`config.mk`:
```
export PLATFORM = sky130hd
export DESIGN_NAME = apb4_reg_bridge
export DESIGN_NICKNAME = d
export VERILOG_FILES = /design/src/rtl/apb4_bridge_pkg.sv /design/src/rtl/apb4_bridge_timeout.sv /design/src/rtl/apb4_reg_bridge.sv
export SDC_FILE = /design/constraint.sdc
export NUM_CORES = 1
export LEC_CHECK = 0
export CAP_MARGIN = 20
export CORE_ASPECT_RATIO = 2
export CORE_MARGIN = 2
export CORE_UTILIZATION = 30
export CTS_CLUSTER_DIAMETER = 40
export DETAILED_ROUTE_END_ITERATION = 6
export PLACE_DENSITY = 0.62
export SLEW_MARGIN = 10
export SYNTH_ARGS = -nofsm -noshare
export SYNTH_HDL_FRONTEND = slang
export SYNTH_SLANG_ARGS = --single-unit
```
`constraint.sdc`:
```
create_clock -name clk -period 2.4 [get_ports clk]
set_input_delay 0.36 -clock clk [delete_from_list [all_inputs] [get_ports clk]]
set_output_delay 0.36 -clock clk [all_outputs]
set_load 0.01 [all_outputs]
```
`src/rtl/apb4_bridge_pkg.sv`:
```
// Shared types and helpers for the APB4-to-register-bus bridge.
package apb4_bridge_pkg;

  typedef enum logic [1:0] {IDLE, ISSUE, WAIT, RESP} state_e;

  // Bit (bytes-1) set for each supported data width: 1, 2, 4 and 8 bytes.
  localparam logic [7:0] LEGAL_DW_BYTES = 8'b1000_1011;

  function automatic logic legal_data_width(input int unsigned w);
    if ((w == 0) || (w > 64) || ((w % 8) != 0)) return 1'b0;
    return LEGAL_DW_BYTES[3'(w / 8 - 1)];
  endfunction

  function automatic logic [63:0] strb_to_biten(input logic [7:0] strb);
    logic [63:0] biten;
    biten = '0;
    for (int i = 0; i < 8; i++) biten[8*i +: 8] = {8{strb[i]}};
    return biten;
  endfunction

endpackage

```
`src/rtl/apb4_bridge_timeout.sv`:
```
// Bus watchdog: counts cycles of an outstanding request and flags expiry.
// Only built with APB4_BRIDGE_TIMEOUT_EN.
`ifdef APB4_BRIDGE_TIMEOUT_EN
module apb4_bridge_timeout
  import apb4_bridge_pkg::*;
#(
  parameter int unsigned TIMEOUT_CYCLES = 16
) (
  input  logic clk,
  input  logic rst,
  input  logic clr_i,
  input  logic en_i,
  output logic expired_o
);

  localparam int unsigned CNT_W = $clog2(TIMEOUT_CYCLES);

  logic [CNT_W-1:0] cnt_q, cnt_d;

  assign expired_o = (cnt_q == CNT_W'(TIMEOUT_CYCLES - 1));

  // Saturates at the limit so a long-stuck request keeps reporting expiry.
  always_comb begin
    cnt_d = cnt_q;
    if (clr_i)                    cnt_d = '0;
    else if (en_i && !expired_o)  cnt_d = cnt_q + 1'b1;
  end

  always_ff @(posedge clk) begin
    if (rst) cnt_q <= '0;
    else     cnt_q <= cnt_d;
  end

endmodule
`endif

```
`src/rtl/apb4_reg_bridge.sv`:
```
// APB4 slave bridging onto the register-bus request/ready interface.
// Optional bus watchdog enabled by defining APB4_BRIDGE_TIMEOUT_EN.
module apb4_reg_bridge
  import apb4_bridge_pkg::*;
#(
  parameter int unsigned ADDR_WIDTH     = 8,
  parameter int unsigned DATA_WIDTH     = 32,
  parameter int unsigned MAX_ADDR       = 2**ADDR_WIDTH - 1,
  parameter int unsigned TIMEOUT_CYCLES = 16
) (
  input  logic                    clk,
  input  logic                    rst,
  input  logic                    psel,
  input  logic                    penable,
  input  logic                    pwrite,
  input  logic [ADDR_WIDTH-1:0]   paddr,
  input  logic [DATA_WIDTH-1:0]   pwdata,
  input  logic [DATA_WIDTH/8-1:0] pstrb,
  input  logic [2:0]              pprot,
  output logic                    pready,
  output logic                    pslverr,
  output logic [DATA_WIDTH-1:0]   prdata,
  output logic                    bus_req,
  output logic                    bus_req_is_wr,
  output logic [ADDR_WIDTH-1:0]   bus_addr,
  output logic [DATA_WIDTH-1:0]   bus_wr_data,
  output logic [DATA_WIDTH-1:0]   bus_wr_biten,
  input  logic                    bus_ready,
  input  logic                    bus_err,
  input  logic [DATA_WIDTH-1:0]   bus_rd_data,
  input  logic                    bus_req_stall_wr,
  input  logic                    bus_req_stall_rd
);

  localparam int unsigned STRB_W = DATA_WIDTH / 8;
  localparam logic [ADDR_WIDTH-1:0] ALIGN_MASK = ADDR_WIDTH'(STRB_W - 1);

  if (!legal_data_width(DATA_WIDTH) || (TIMEOUT_CYCLES < 2)) begin : g_bad_cfg
    $error("apb4_reg_bridge: unsupported DATA_WIDTH or TIMEOUT_CYCLES");
  end

  state_e                  state_q, state_d;
  logic [ADDR_WIDTH-1:0]   addr_q, addr_d;
  logic                    wr_q, wr_d;
  logic [DATA_WIDTH-1:0]   wdata_q, wdata_d;
  logic [STRB_W-1:0]       strb_q, strb_d;
  logic                    pslverr_q, pslverr_d;
  logic [DATA_WIDTH-1:0]   prdata_q, prdata_d;
  logic                    dec_err, stall, bus_active, timeout_hit;
  logic                    unused_pprot;

  assign unused_pprot = ^pprot;
  assign dec_err = (32'(paddr) > MAX_ADDR) || ((paddr & ALIGN_MASK) != '0);
  assign stall   = wr_q ? bus_req_stall_wr : bus_req_stall_rd;

`ifdef APB4_BRIDGE_TIMEOUT_EN
  apb4_bridge_timeout #(
    .TIMEOUT_CYCLES(TIMEOUT_CYCLES)
  ) u_timeout (
    .clk      (clk),
    .rst      (rst),
    .clr_i    (state_q == IDLE),
    .en_i     ((state_q == ISSUE) || (state_q == WAIT)),
    .expired_o(timeout_hit)
  );
`else
  assign timeout_hit = 1'b0;
`endif

  always_comb begin
    state_d   = state_q;
    addr_d    = addr_q;
    wr_d      = wr_q;
    wdata_d   = wdata_q;
    strb_d    = strb_q;
    pslverr_d = pslverr_q;
    prdata_d  = prdata_q;
    bus_req   = 1'b0;
    pready    = 1'b0;
    case (state_q)
      IDLE: begin
        if (psel && !penable) begin
          addr_d    = paddr;
          wr_d      = pwrite;
          wdata_d   = pwdata;
          strb_d    = pstrb;
          pslverr_d = dec_err;
          prdata_d  = '0;
          state_d   = dec_err ? RESP : ISSUE;
        end
      end
      ISSUE: begin
        bus_req = !stall;
        // A completing handshake takes priority over a watchdog expiry.
        if (bus_req && bus_ready) begin
          state_d   = RESP;
          pslverr_d = bus_err;
          prdata_d  = wr_q ? '0 : bus_rd_data;
        end else if (timeout_hit) begin
          state_d   = RESP;
          pslverr_d = 1'b1;
          prdata_d  = '0;
        end else if (bus_req) begin
          state_d = WAIT;
        end
      end
      WAIT: begin
        if (bus_ready) begin
          state_d   = RESP;
          pslverr_d = bus_err;
          prdata_d  = wr_q ? '0 : bus_rd_data;
        end else if (timeout_hit) begin
          state_d   = RESP;
          pslverr_d = 1'b1;
          prdata_d  = '0;
        end
      end
      RESP: begin
        pready = psel && penable;
        // A master that dropped psel never sees this response.
        if (pready || !psel) begin
          state_d   = IDLE;
          pslverr_d = 1'b0;
          prdata_d  = '0;
        end
      end
      default: state_d = IDLE;
    endcase
  end

  always_ff @(posedge clk) begin
    if (rst) begin
      state_q   <= IDLE;
      addr_q    <= '0;
      wr_q      <= 1'b0;
      wdata_q   <= '0;
      strb_q    <= '0;
      pslverr_q <= 1'b0;
      prdata_q  <= '0;
    end else begin
      state_q   <= state_d;
      addr_q    <= addr_d;
      wr_q      <= wr_d;
      wdata_q   <= wdata_d;
      strb_q    <= strb_d;
      pslverr_q <= pslverr_d;
      prdata_q  <= prdata_d;
    end
  end

  assign bus_active    = (state_q == ISSUE) || (state_q == WAIT);
  assign bus_addr      = bus_active ? addr_q  : '0;
  assign bus_wr_data   = bus_active ? wdata_q : '0;
  assign bus_req_is_wr = bus_active && wr_q;
  assign bus_wr_biten  = (bus_active && wr_q) ? DATA_WIDTH'(strb_to_biten(8'(strb_q))) : '0;
  assign pslverr       = pslverr_q;
  assign prdata        = prdata_q;

endmodule

```
==> results.ini <==
[run_status]
status=completed

[timing]
hold_viol_final=0
fin_ws_ns=0.0719
grt_setup_unrepaired=no
worstMarginPinSlew_ns=0.510
maxSlewHeadroom_pct=66.0
fin_crit_sh_pct=97.0
skew_ns=0.00658
drv_slew=0
fin_setup_tns_ns=0
period_needed_ns=2.33
max_freq_mhz=430
finalSetupViolCount=0

[finish]
n_antenna_cell=0
fillers=1197
synthToLayoutAreaGrowth_pct=61.3
final_cell_mix=clkdlybuf4s50_1, nand2_1, dfxtp_1, a21oi_1, and2_1
nets=696
layout.cells.most_common=clkdlybuf4s50_1
drive_gt1_share_pct=6.41

[synth]
netlist_instances=448
synth_edf_count=0
netlist.area_leader.share_pct=43.3
synth_nets=541
ys_seq_area_share_pct=43.3
synth_area_leaders=dfxtp_1, nand2_1, mux2i_1
yosysUniqueCellTypes=27
yosysWarnings=0
synthArstFlopShare_pct=0
netlist_area_sq_um=3700
ys.flop_type=dfxtp_1
synth-seq-cells=80
synth_top_area_cell=dfxtp_1
synth_area_per_cell_sq_um=8.25

[die]
ios=196
core_sq_um=12100
die_w_microns=82.5
die_h_microns=161
dieArea_sq_um=13300
rows=57
initial_utilization_pct=30.5

[power]
clkPwrFrac_pct=28.6
p_per_area_nw_per_um2=855
seq_power_share_pct=32.1
power_leakage_uw=0.00252
combPwrFrac_pct=39.3
ir_drop_mv=0.408
p_sw_share_pct=31.6
internal_power_uw=3490
switchingPower_uw=1610

[critical_path]
critPathKind=reg2out
timing.rr.start=state_q[0]
cp_num_buf_inv=3
slowest_stage=clkdlybuf4s50_1
worst_r2r_path_depth=7
cp-end-kind=output pin
crit_path_max_fanout=18
critPathArrivalTime_ns=1.97
max_stage_delay_ns=0.53
r2r_slack_ns=0.58
crit_path_start_kind=flop
crit_chain=inv_2, ha_4, clkbuf_16, and2_1, clkdlybuf4s50_1
critPathRequiredTime_ns=2.04
cp_top_family=buffers and inverters
reg2reg_to=prdata[24]

[detailed_routing]
wirelength_mm=10.8
drc=0
dr.pass1.iters=4
antenna_left=0
vias_per_cell=4.56
vias=3442
wl_per_cell_microns=14.3
drt_iter0_drc=134

[place]
gp_congestion=0.783
place_ws_ns=0.156
port_buffers=192
dpl.hpwl_mm=7.81

[clock_network]
htree_levels=3
cts_tree=yes
cts_buffers=9
clk_pin_slew_ns=0.06
cts.sinks=80
clockBufferDepth=2
root_buffer=clkbuf_16
clk_latency_ns=0.32

[global_routing]
grt_max_degree=46
grt_first_pass_wirelength_mm=16.2
overflow=0
grt_pass1_vias=3401
busiest_layer=met2
grt_use_met2_pct=29.4
grt_use_met1_pct=15.8
grt_use_met3_pct=4.02
antenna_found_initial=0
grt_usage_pct=15.8

[min_path]
hp-class=reg2reg
holdPathEnd=wdata_q[25]
min_from=wdata_q[25]
hold_depth=2

[run]
max_cap_viol_count=0

==> layout make-up <==
class,count,area (sq um),share of cell area [%]
inverter,4,15.0,0.252
multi-input combinational,306,1750,29.3
clock buffer,11,243,4.07
tap,147,184,3.08
sequential,80,1610,26.9
timing repair buffer,202,2090,35.0
clock inverter,5,80.1,1.34
==> worst reg2reg max path: stages (launching register included) <==
cell and delay (ns):
dfxtp_2 0.34, inv_2 0.10, ha_1 0.19, inv_1 0.05, o221ai_1 0.32, a21o_2 0.29, buf_12 0.23, mux2i_1 0.22
==> per-layer routing <==
layer / share of wire (%) / up-vias
met2: 55 / 148
met5: 0 / -
met4: 2.7 / 0
met1: 35 / 1560
met3: 7.1 / 20
li1: - / 1714
==> power groups by stage <==
stage | Sequential, uW | Clock (uW) | Combinational [uW]
2_1_floorplan | 1690 | 0 | 1080
3_3_place_gp | 1640 | 0 | 1880
3_5_place_dp | 1660 | 0 | 1910
4_1_cts | 1630 | 1510 | 1940
5_1_grt | 1650 | 1570 | 2190
6_report | 1630 | 1460 | 2000
==> cells in the mapped netlist, types with 5 or more instances <==
library cell  number
mux2i_1           32
and2_1            43
a21oi_1           47
and3_1             5
buf_2              5
clkbuf_1          18
dfxtp_1           80
ha_1               5
nand2_1          124
buf_4             28
nand2b_1          32
==> registers in the layout (all words and copies together) (netlist names) <==
name / count
strb_q: 4
wr_q: 1
prdata: 32
wdata_q: 32
addr_q: 8
state_q: 2
pslverr: 1
==> logic make-up (layout without fill, tap and decap cells) <==
| logic type | count (synthesis) | after routing | synth area share [%] |
|---|---|---|---|
| adder cells (fa/ha/maj) | 5 | 5 | 1.69 |
| multiplexers | 34 | 34 | 9.34 |
| buffers and inverters | 62 | 222 | 10.1 |
| flip-flops | 80 | 80 | 43.3 |
| AO/OA/AOI/OAI | 54 | 54 | 7.78 |
| AND/OR/NAND/NOR | 213 | 213 | 27.7 |
==> stage by stage <==
stage          instance area (sq um)  utilization (%)  power (uW)  std cells  hold WS (ns)
6_report                        5960             49.2        5100        755         0.449
5_1_grt                         5960             49.2        5420        755         0.465
4_1_cts                         5900             48.6        5080        754         0.451
3_5_place_dp                    5560             45.9        3560        738         0.443
3_3_place_gp                    5560             45.9        3530        738         0.437
2_1_floorplan                   3700                -        2760        448         0.432
==> worst max path at each step <==
stage | from | to | slack, ns | depth (start not counted)
final | state_q[1] | bus_addr[7] | 0.07 | 5
after floorplan | state_q[0] | bus_wr_biten[10] | 0.58 | 5
after detailed placement | state_q[0] | bus_wr_biten[26] | 0.16 | 4
after global placement | state_q[0] | bus_wr_data[11] | 0.24 | 5
after CTS | state_q[1] | bus_wr_data[21] | 0.003 | 5
after global routing | state_q[0] | bus_wr_data[12] | 0.003 | 5
==> what timing repair did <==
action,4_1_cts,5_1_grt
resized for setup,12,19
pin swaps,0,1
gates cloned,0,1
setup buffers,0,0
hold buffers,0,0
endpoints found under the setup margin,73,64
(Power assumes the default switching activity.)
